$ cat src/rtl/mdu_iter.sv
// mdu_iter: multi-cycle multiply/divide unit with HI/LO result registers.
// Multiplies complete after MUL_CYCLES cycles. Divides use one restoring
// radix-2 step per cycle, followed by a single sign-fixup cycle.
//
// state    | meaning
// ---------+------------------------------------------------------------
// IDLE     | no operation in flight; start is accepted here
// MUL      | multiply latency countdown; the product is committed at cnt==0
// DIV_ITER | one restoring quotient bit per cycle, WIDTH cycles in total
// DIV_FIX  | apply signs and the divide-by-zero result, then commit HI/LO
module mdu_iter #(
   parameter int WIDTH      = 32,
   parameter int MUL_CYCLES = 5,
   parameter int CNT_W      = 6
) (
   input  logic             clk,
   input  logic             reset,
   input  logic             start,
   input  logic [2:0]       op,
   input  logic [WIDTH-1:0] a,
   input  logic [WIDTH-1:0] b,
   input  logic             abort,
   output logic             busy,
   output logic             done,
   output logic [WIDTH-1:0] hi,
   output logic [WIDTH-1:0] lo
);

   typedef enum logic [1:0] {IDLE, MUL, DIV_ITER, DIV_FIX} state_t;

   state_t                  state, state_nxt;
   logic [CNT_W-1:0]        cnt;
   logic signed [WIDTH:0]   mul_a, mul_b;
   logic [2*WIDTH-1:0]      prod;
   logic [WIDTH-1:0]        div_b, rem, quo, a_orig;
   logic                    q_neg, r_neg;
   logic                    is_mul, is_div, sgn;
   logic [WIDTH-1:0]        a_abs, b_abs;
   logic [WIDTH:0]          rem_sh;
   logic                    ge;
   logic [WIDTH-1:0]        diff, quo_fix, rem_fix;

   assign is_mul = (op == 3'b000) || (op == 3'b001);
   assign is_div = (op == 3'b010) || (op == 3'b011);
   assign sgn    = ~op[0];
   assign busy   = (state != IDLE);

   // Signed operands are extended by one bit so a single signed multiply
   // handles both MULT and MULTU; only the low 2*WIDTH bits are kept.
   assign prod = (2*WIDTH)'(mul_a) * (2*WIDTH)'(mul_b);

   // Negating the most negative value yields 2^(WIDTH-1), which is the
   // correct magnitude when the result is read as unsigned.
   assign a_abs = (sgn && a[WIDTH-1]) ? -a : a;
   assign b_abs = (sgn && b[WIDTH-1]) ? -b : b;

   assign rem_sh  = {rem, quo[WIDTH-1]};
   assign ge      = rem_sh >= {1'b0, div_b};
   assign diff    = rem_sh[WIDTH-1:0] - div_b;
   assign quo_fix = q_neg ? -quo : quo;
   assign rem_fix = r_neg ? -rem : rem;

   // State register
   always_ff @(posedge clk or posedge reset) begin
      if (reset) state <= IDLE;
      else       state <= state_nxt;
   end

   // Next-state decode; abort returns any in-flight operation to IDLE
   always_comb begin
      state_nxt = state;
      case (state)
         IDLE: begin
            if (start && is_mul)      state_nxt = MUL;
            else if (start && is_div) state_nxt = DIV_ITER;
         end
         MUL: begin
            if (abort || (cnt == '0)) state_nxt = IDLE;
         end
         DIV_ITER: begin
            if (abort)                state_nxt = IDLE;
            else if (cnt == '0)       state_nxt = DIV_FIX;
         end
         DIV_FIX:                     state_nxt = IDLE;
         default:                     state_nxt = IDLE;
      endcase
   end

   // Datapath: operand capture, iteration and HI/LO commit
   always_ff @(posedge clk or posedge reset) begin
      if (reset) begin
         cnt    <= '0;
         mul_a  <= '0;
         mul_b  <= '0;
         div_b  <= '0;
         rem    <= '0;
         quo    <= '0;
         a_orig <= '0;
         q_neg  <= 1'b0;
         r_neg  <= 1'b0;
         done   <= 1'b0;
         hi     <= '0;
         lo     <= '0;
      end else begin
         done <= 1'b0;
         case (state)
            IDLE: begin
               if (start) begin
                  case (op)
                     3'b000, 3'b001: begin
                        mul_a <= {sgn & a[WIDTH-1], a};
                        mul_b <= {sgn & b[WIDTH-1], b};
                        cnt   <= CNT_W'(MUL_CYCLES - 1);
                     end
                     3'b010, 3'b011: begin
                        rem    <= '0;
                        quo    <= a_abs;
                        div_b  <= b_abs;
                        a_orig <= a;
                        q_neg  <= sgn & (a[WIDTH-1] ^ b[WIDTH-1]);
                        r_neg  <= sgn & a[WIDTH-1];
                        cnt    <= CNT_W'(WIDTH - 1);
                     end
                     3'b100:  hi <= a;
                     3'b101:  lo <= a;
                     default: ;
                  endcase
               end
            end
            MUL: begin
               if (!abort) begin
                  if (cnt == '0) begin
                     {hi, lo} <= prod;
                     done     <= 1'b1;
                  end else begin
                     cnt <= cnt - CNT_W'(1);
                  end
               end
            end
            DIV_ITER: begin
               if (!abort) begin
                  if (ge) begin
                     rem <= diff;
                     quo <= {quo[WIDTH-2:0], 1'b1};
                  end else begin
                     rem <= rem_sh[WIDTH-1:0];
                     quo <= {quo[WIDTH-2:0], 1'b0};
                  end
                  if (cnt != '0) cnt <= cnt - CNT_W'(1);
               end
            end
            DIV_FIX: begin
               if (!abort) begin
                  if (div_b == '0) begin
                     hi <= a_orig;
                     lo <= '1;
                  end else begin
                     hi <= rem_fix;
                     lo <= quo_fix;
                  end
                  done <= 1'b1;
               end
            end
            default: ;
         endcase
      end
   end

endmodule

$ cat config.mk
export PLATFORM = sky130hd
export DESIGN_NAME = mdu_iter
export DESIGN_NICKNAME = d
export VERILOG_FILES = /design/src/rtl/mdu_iter.sv
export SDC_FILE = /design/constraint.sdc
export NUM_CORES = 2
export LEC_CHECK = 0
export CORE_MARGIN = 4
export CORE_UTILIZATION = 59
export CTS_CLUSTER_DIAMETER = 30
export DETAILED_ROUTE_END_ITERATION = 12
export GPL_TIMING_DRIVEN = 0
export PLACE_DENSITY = 0.9
export SLEW_MARGIN = 30
export SYNTH_ARGS = -nofsm -noshare
export SYNTH_HDL_FRONTEND = slang
export SYNTH_SLANG_ARGS = --single-unit
$ cat constraint.sdc
create_clock -name clk -period 8.5 [get_ports clk]
set_clock_uncertainty 0.05 [all_clocks]
set_input_delay 1.7 -clock clk [delete_from_list [all_inputs] [get_ports clk]]
set_output_delay 1.7 -clock clk [all_outputs]
set_load 0.03 [all_outputs]
# Word level (Yosys, flattened, before mapping)
# Index checks and enable logic that the tools add are counted.
dict set report op_classes {
  order_cmp 1
  n_reduce_logical 25
  muxes 45
  mul 1
  eq_ne 22
  addsub 6
  n_bitwise 5
}
# op n
set ops {}
lappend ops {{32-bit 2-to-1 mux} 23}
lappend ops {{32-bit one-hot mux with 3 select lines} 2}
lappend ops {{32-bit negation} 4}
lappend ops {{32-bit one-hot mux with 2 select lines} 2}
lappend ops {{33-bit by 33-bit multiplier with 64-bit output} 1}
lappend ops {{33-bit by 32-bit greater-or-equal comparator with 1-bit output} 1}
lappend ops {{32-bit zero test} 1}
lappend ops {{32-bit subtractor} 1}
lappend ops {{6-bit 2-to-1 mux} 5}
lappend ops {{6-bit one-hot mux with 3 select lines} 1}
lappend ops {{2-bit != test, second input constant} 8}
lappend ops {{6-bit one-hot mux with 2 select lines} 1}
lappend ops {{6-bit AND reduction} 2}
lappend ops {{2-bit 2-to-1 mux} 5}
lappend ops {{3-bit AND reduction} 3}
lappend ops {{2-bit one-hot mux with 4 select lines} 1}
lappend ops {{7-bit AND reduction} 1}
lappend ops {{3-bit by 2-bit equality test with 1-bit output, second input constant} 2}
lappend ops {{3-bit equality test, second input constant} 2}
lappend ops {{6-bit zero test} 1}
lappend ops {{2-bit by 1-bit != test with 1-bit output, second input constant} 3}
lappend ops {{3-bit != test, second input constant} 2}
lappend ops {{3-bit nonzero test} 2}
lappend ops {{6-bit nonzero test} 1}
lappend ops {{17 further kinds} 30}
dict set report word_totals {
  regBits 269
  wordCells 118
}

# Longest topological paths before layout
dict set report depth {
  depth_word 6
  mapped_depth 29
}

# Least setup slack after synthesis
# Ideal clock, no wire load.
dict set report synth_timing {
  path_type {reg2reg}
  startpoint {register mul_a[32]}
  endpoint {register hi[31]}
  path_stages_with_launch 27
  synth_period_minus_slack_ns 7.852
  path_buffers 2
  t_arrival_ns 7.720
  t_required_ns 8.368
  slack_ns 0.648
  cell_sequence {dfrtp_1 > clkbuf_1 > nand2_1 > inv_1 > fa_1 > fa_1 > fa_1 > fa_1 > inv_1 > fa_1 > inv_1 > fa_1 > inv_1 > fa_1 > fa_1 > inv_1 > ha_1 > clkbuf_1 > a21o_1 > a21o_1 > a21o_1 > a2111oi_0 > nor3_1 > or3_1 > mux2i_1 > o21ai_0 > a31oi_1}
}
dict set report synth_via {
  elab_chain_cells 4
}
# item line
set synth_lines {}
lappend synth_lines {{start, declared} 33} ;# logic signed [WIDTH:0] mul_a, mul_b;
lappend synth_lines {{start signal, assigned} 111} ;# mul_a <= {sgn & a[WIDTH-1], a};
lappend synth_lines {{33-bit by 33-bit multiplier with 64-bit output} 50} ;# assign prod = (2*WIDTH)'(mul_a) * (2*WIDTH)'(mul_b);
lappend synth_lines {{32-bit 2-to-1 mux} 132} ;# if (cnt == '0) begin
lappend synth_lines {{32-bit 2-to-1 mux} 131} ;# if (!abort) begin
lappend synth_lines {{32-bit one-hot mux with 3 select lines} 106} ;# case (state)
lappend synth_lines {{end signal, assigned} 133} ;# {hi, lo} <= prod;
lappend synth_lines {{end signal, assigned} 155} ;# hi <= a_orig;
lappend synth_lines {{end signal, assigned} 158} ;# hi <= rem_fix;
lappend synth_lines {{end, declared} 25} ;# output logic [WIDTH-1:0] hi,
# No other way between the ends. The select of a mux whose other input is x is not followed.
# A chain may end at the register's enable or synchronous reset.

# Worst setup path in the final report
dict set report layout_timing {
  startpoint {register mul_b[25]}
  endpoint {register hi[15]}
}
dict set report layout_via {
  elab_chain_cells 4
}
# item line
set layout_lines {}
lappend layout_lines {{start, declared} 33}
lappend layout_lines {{start signal, assigned} 112} ;# mul_b <= {sgn & b[WIDTH-1], b};
lappend layout_lines {{33-bit by 33-bit multiplier with 64-bit output} 50}
lappend layout_lines {{32-bit 2-to-1 mux} 132}
lappend layout_lines {{32-bit 2-to-1 mux} 131}
lappend layout_lines {{32-bit one-hot mux with 3 select lines} 106}
# No other way between the ends. The select of a mux whose other input is x is not followed.

==> metrics.md <==
| Metric | Value |
|---|---|
| Hold Vio Cnt, Final | 0 |
| RSZ-0062 raised after global routing | yes |
| Final worst path period share | 99.7% |
| Crit path launch type | flop |
| Hold WC Path Type | flop to flop |
| Max Clk Rate | 0.118 GHz |
| IO Port Bufs | 127 |
| Syn avg cell area | 9.14 um^2 |
| Sequential share of the synthesized area | 12.4% |
| Clock latency on the worst-skew pair | 0.55 ns |
| Largest delay share family, worst path | adder cells |
| Initial antenna violation count | 21 |
| Pin count of the biggest net entering global routing | 31 |
| Post-Syn Instances | 5955 |
| Worst Hold End | a_orig[12] |
| Detailed Place HPWL | 164000 um |
| Layout cells sized above 1 | 8.49% |
| Count of boundary I/O pins | 137 |
| Max stage delay cell, worst path | dfrtp_2 |
| Hold Buf Count CTS | 0 |
| Clock buffer depth | 3 |
| Worst path required time | 8.84 ns |
| Placed Cells | 7278 |
| Status | finished clean |
| Worst hold start | a_orig[12] |
| TritonCTS Buffers | 39 |
| CP Buf/Inv Count | 4 |
| Total gr overflow | 0 |
| DRT Wirelength | 202000 um |
| Sink Count | 269 |
| Post-synth EDFFs | 0 |
| Final Setup Violations | 0 |
| Placeable Area | 91500 um^2 |
| Slew @ Worst Pin | 1.07 ns |
| Arr. time, crit path | 8.81 ns |
| Slew headroom | 28.4% |
| Final std cells w/o fill | 7409 |
| Wirelength per Cell | 27.2 um |
| P&R area growth vs syn | 10.2% |
| Post-Syn Area | 54400 um^2 |
| Initial Util | 59.5% |
| Tot GR Track Use | 41.5% |
| Setup TNS | 0 ns |
| GP Congestion | 1.08 |
| Num rows | 111 |
| Count of different cell masters after synthesis | 86 |
| Crit-path cells | clkbuf_1 > nand2_1 > fa_1 > inv_1 > fa_1 > fa_1 > fa_1 > fa_1 > fa_1 > fa_1 > inv_1 > fa_2 > inv_1 > ha_1 > a21oi_2 > o21ai_0 > or3_4 > o2111ai_4 > o21ai_4 > a221o_1 > a21oi_1 > xor2_1 > o22ai_1 |
| Most used cell, CP | fa_1 |
| RR Startpoint | mul_b[25] |
| Synth async-reset ratio | 100% |
| Worst R2R Path Depth | 23 |
| Slew Viols, Final | 0 |
| Clock-pin slew on the worst setup and hold paths | 0.07 ns |
| Die H | 312 um |
| CTS root buf | clkbuf_16 |
| Internal reg-to-reg setup slack | 0.03 ns |
| CP max FO | 10 |
| First-pass GRT wire length | 299000 um |
| Initial drt markers | 6117 |
| Avg Vias per Cell | 6.25 |
| H-tree depth | 2 |
| ANT nets after route | 0 |
| Max_cap viols | 0 |
| Ys flop type | dfrtp_1 |
| Residual DRC | 0 |
| Crit. End Element | flop |
| CP max stage delay | 0.64 ns |
| Final Util | 65.6% |
| Die Width | 312 um |
| Number of detailed-route iterations in the first pass | 9 |
| Post-Syn Nets | 7406 |
| Hold path depth | 2 |
| Via count | 46300 |
| Min Clock Period, post-route | 8.47 ns |
| Number of synthesized register bits | 269 |
| Synth warn | 0 |
| Vias in the first global route | 47800 |
| Reg-to-Reg End | hi[15] |
| CP Class | flop to flop |
| Nets@finish | 7616 |
| TritonCTS clock tree | done |
| DIE AREA | 97200 um^2 |
-- tightest hold or removal path, cell delays in order, from the launching register on --
cell,delay [ns]
dfrtp_1,0.36
nand2_1,0.05
o21ai_0,0.06
-- final cells by class --
cell class	instances	area, um^2
Antenna cell	27	67.6
Buffer	319	1750
Clock buffer	48	1070
Clock inverter	24	224
Fill cell	7054	31500
Inverter	1184	4470
Multi-Input combinational cell	4170	42200
Sequential cell	269	6830
Tap cell	1186	1480
Timing Repair Buffer	182	1850
-- cell usage after synthesis (12+ instances only) --
library cell	count	area [um^2]
inv_1	1184	4440
fa_1	1126	22500
nand2_1	778	2920
and2_1	541	3380
clkbuf_1	315	1180
dfrtp_1	269	6730
ha_1	254	3180
o21ai_0	253	1270
a21oi_1	183	916
nor2_1	155	582
xnor2_1	137	1200
mux2_2	92	1040
xor2_1	74	648
a21o_1	45	338
nor2b_1	44	275
mux2i_1	39	390
a31oi_1	35	219
nor3_1	35	175
a221oi_1	31	272
nand3_1	30	150
o31ai_1	27	203
nand2b_1	25	156
nor4_1	23	144
nand4_1	21	131
o41ai_1	18	158
or3_1	18	113
and3_1	16	100
o21bai_1	15	113
a211oi_1	12	90.1
a41oi_1	12	105
o211ai_1	12	90.1
-- layer usage --
layer  vias to the layer above  track usage, %  routed length [um]
met5                         -           0.692                 168
met4                        16            30.2               19200
met3                      1031            15.3               30100
met2                      3541            59.2               83700
met1                     23100            51.9               68500
li1                      18600               -                   -
-- worst max path at each step --
stage	from	endpoint	slack, ns	cells after the start
after floorplan	mul_a[32]	hi[31]	0.65	26
after global placement	mul_b[7]	hi[28]	-1.84	25
after detailed placement	mul_b[7]	hi[30]	-1.65	27
after CTS	mul_b[0]	hi[15]	0.005	27
after global routing	mul_b[18]	hi[26]	-0.09	27
final	mul_b[25]	hi[15]	0.03	23
-- layout by cell type, fill, tap and decap left out, types with 21 or more instances in the layout --
| master | synthesis | final |
|---|---|---|
| mux2_2 | 92 | 92 |
| dfrtp_1 | 269 | 223 |
| nand2_1 | 778 | 776 |
| nor3_1 | 35 | 32 |
| o31ai_1 | 27 | 25 |
| a31oi_1 | 35 | 34 |
| nor2b_1 | 44 | 44 |
| fa_1 | 1126 | 1110 |
| nor2_1 | 155 | 154 |
| ha_1 | 254 | 243 |
| nand2b_1 | 25 | 25 |
| a221oi_1 | 31 | 30 |
| dfrtp_2 | 0 | 31 |
| clkdlybuf4s50_1 | 0 | 127 |
| a21oi_1 | 183 | 173 |
| mux2i_1 | 39 | 39 |
| nand4_1 | 21 | 21 |
| nand3_1 | 30 | 29 |
| a21o_1 | 45 | 45 |
| clkbuf_1 | 315 | 148 |
| inv_1 | 1184 | 1173 |
| and2_1 | 541 | 541 |
| buf_4 | 6 | 67 |
| diode_2 | 0 | 27 |
| clkbuf_4 | 1 | 41 |
| xnor2_1 | 137 | 137 |
| nor4_1 | 23 | 23 |
| clkbuf_16 | 0 | 40 |
| clkbuf_2 | 0 | 69 |
| xor2_1 | 74 | 74 |
| o21ai_0 | 253 | 246 |
-- per-stage QoR --
| stage | instance area (um^2) | hold WS [ns] | setup slack, ns |
|---|---|---|---|
| 2_1_floorplan | 54400 | 0.399 | 0.648 |
| 3_3_place_gp | 57200 | 0.420 | -1.84 |
| 3_5_place_dp | 57400 | 0.436 | -1.65 |
| 4_1_cts | 59500 | 0.449 | 0.00496 |
| 5_1_grt | 59900 | 0.461 | -0.0863 |
| 6_report | 60000 | 0.456 | 0.0270 |
-- state kept, by name (all words and copies together), names as in the netlist --
register and flops:
hi 32, r_neg 1, cnt 6, state 2, div_b 32, rem 32, mul_b 33, a_orig 32
quo 32, done 1, q_neg 1, mul_a 33, lo 32
-- what timing repair did --
| action | in CTS | in global routing |
|---|---|---|
| endpoints found under the setup margin | 35 | 24 |
| pin swaps | 7 | 17 |
| setup buffers | 25 | 20 |
| gates resized for setup | 283 | 201 |
-- cells by family (layout without fill, tap and decap cells) --
group	Yosys count	after routing	synth area share, %
AOI/OAI and AO/OA	723	723	8.20
xor gates and xnor gates	211	211	3.40
adders and majority gates	1380	1380	47.3
buffers and inverters	1516	1757	10.6
DFF	269	269	12.4
muxes	131	131	2.62
other	0	27	0
and+or+nand+nor	1725	1725	15.6
Power is left out: the tool's default activity adds up to more than one toggle a clock period on the data nets, which glitch-free logic cannot reach.
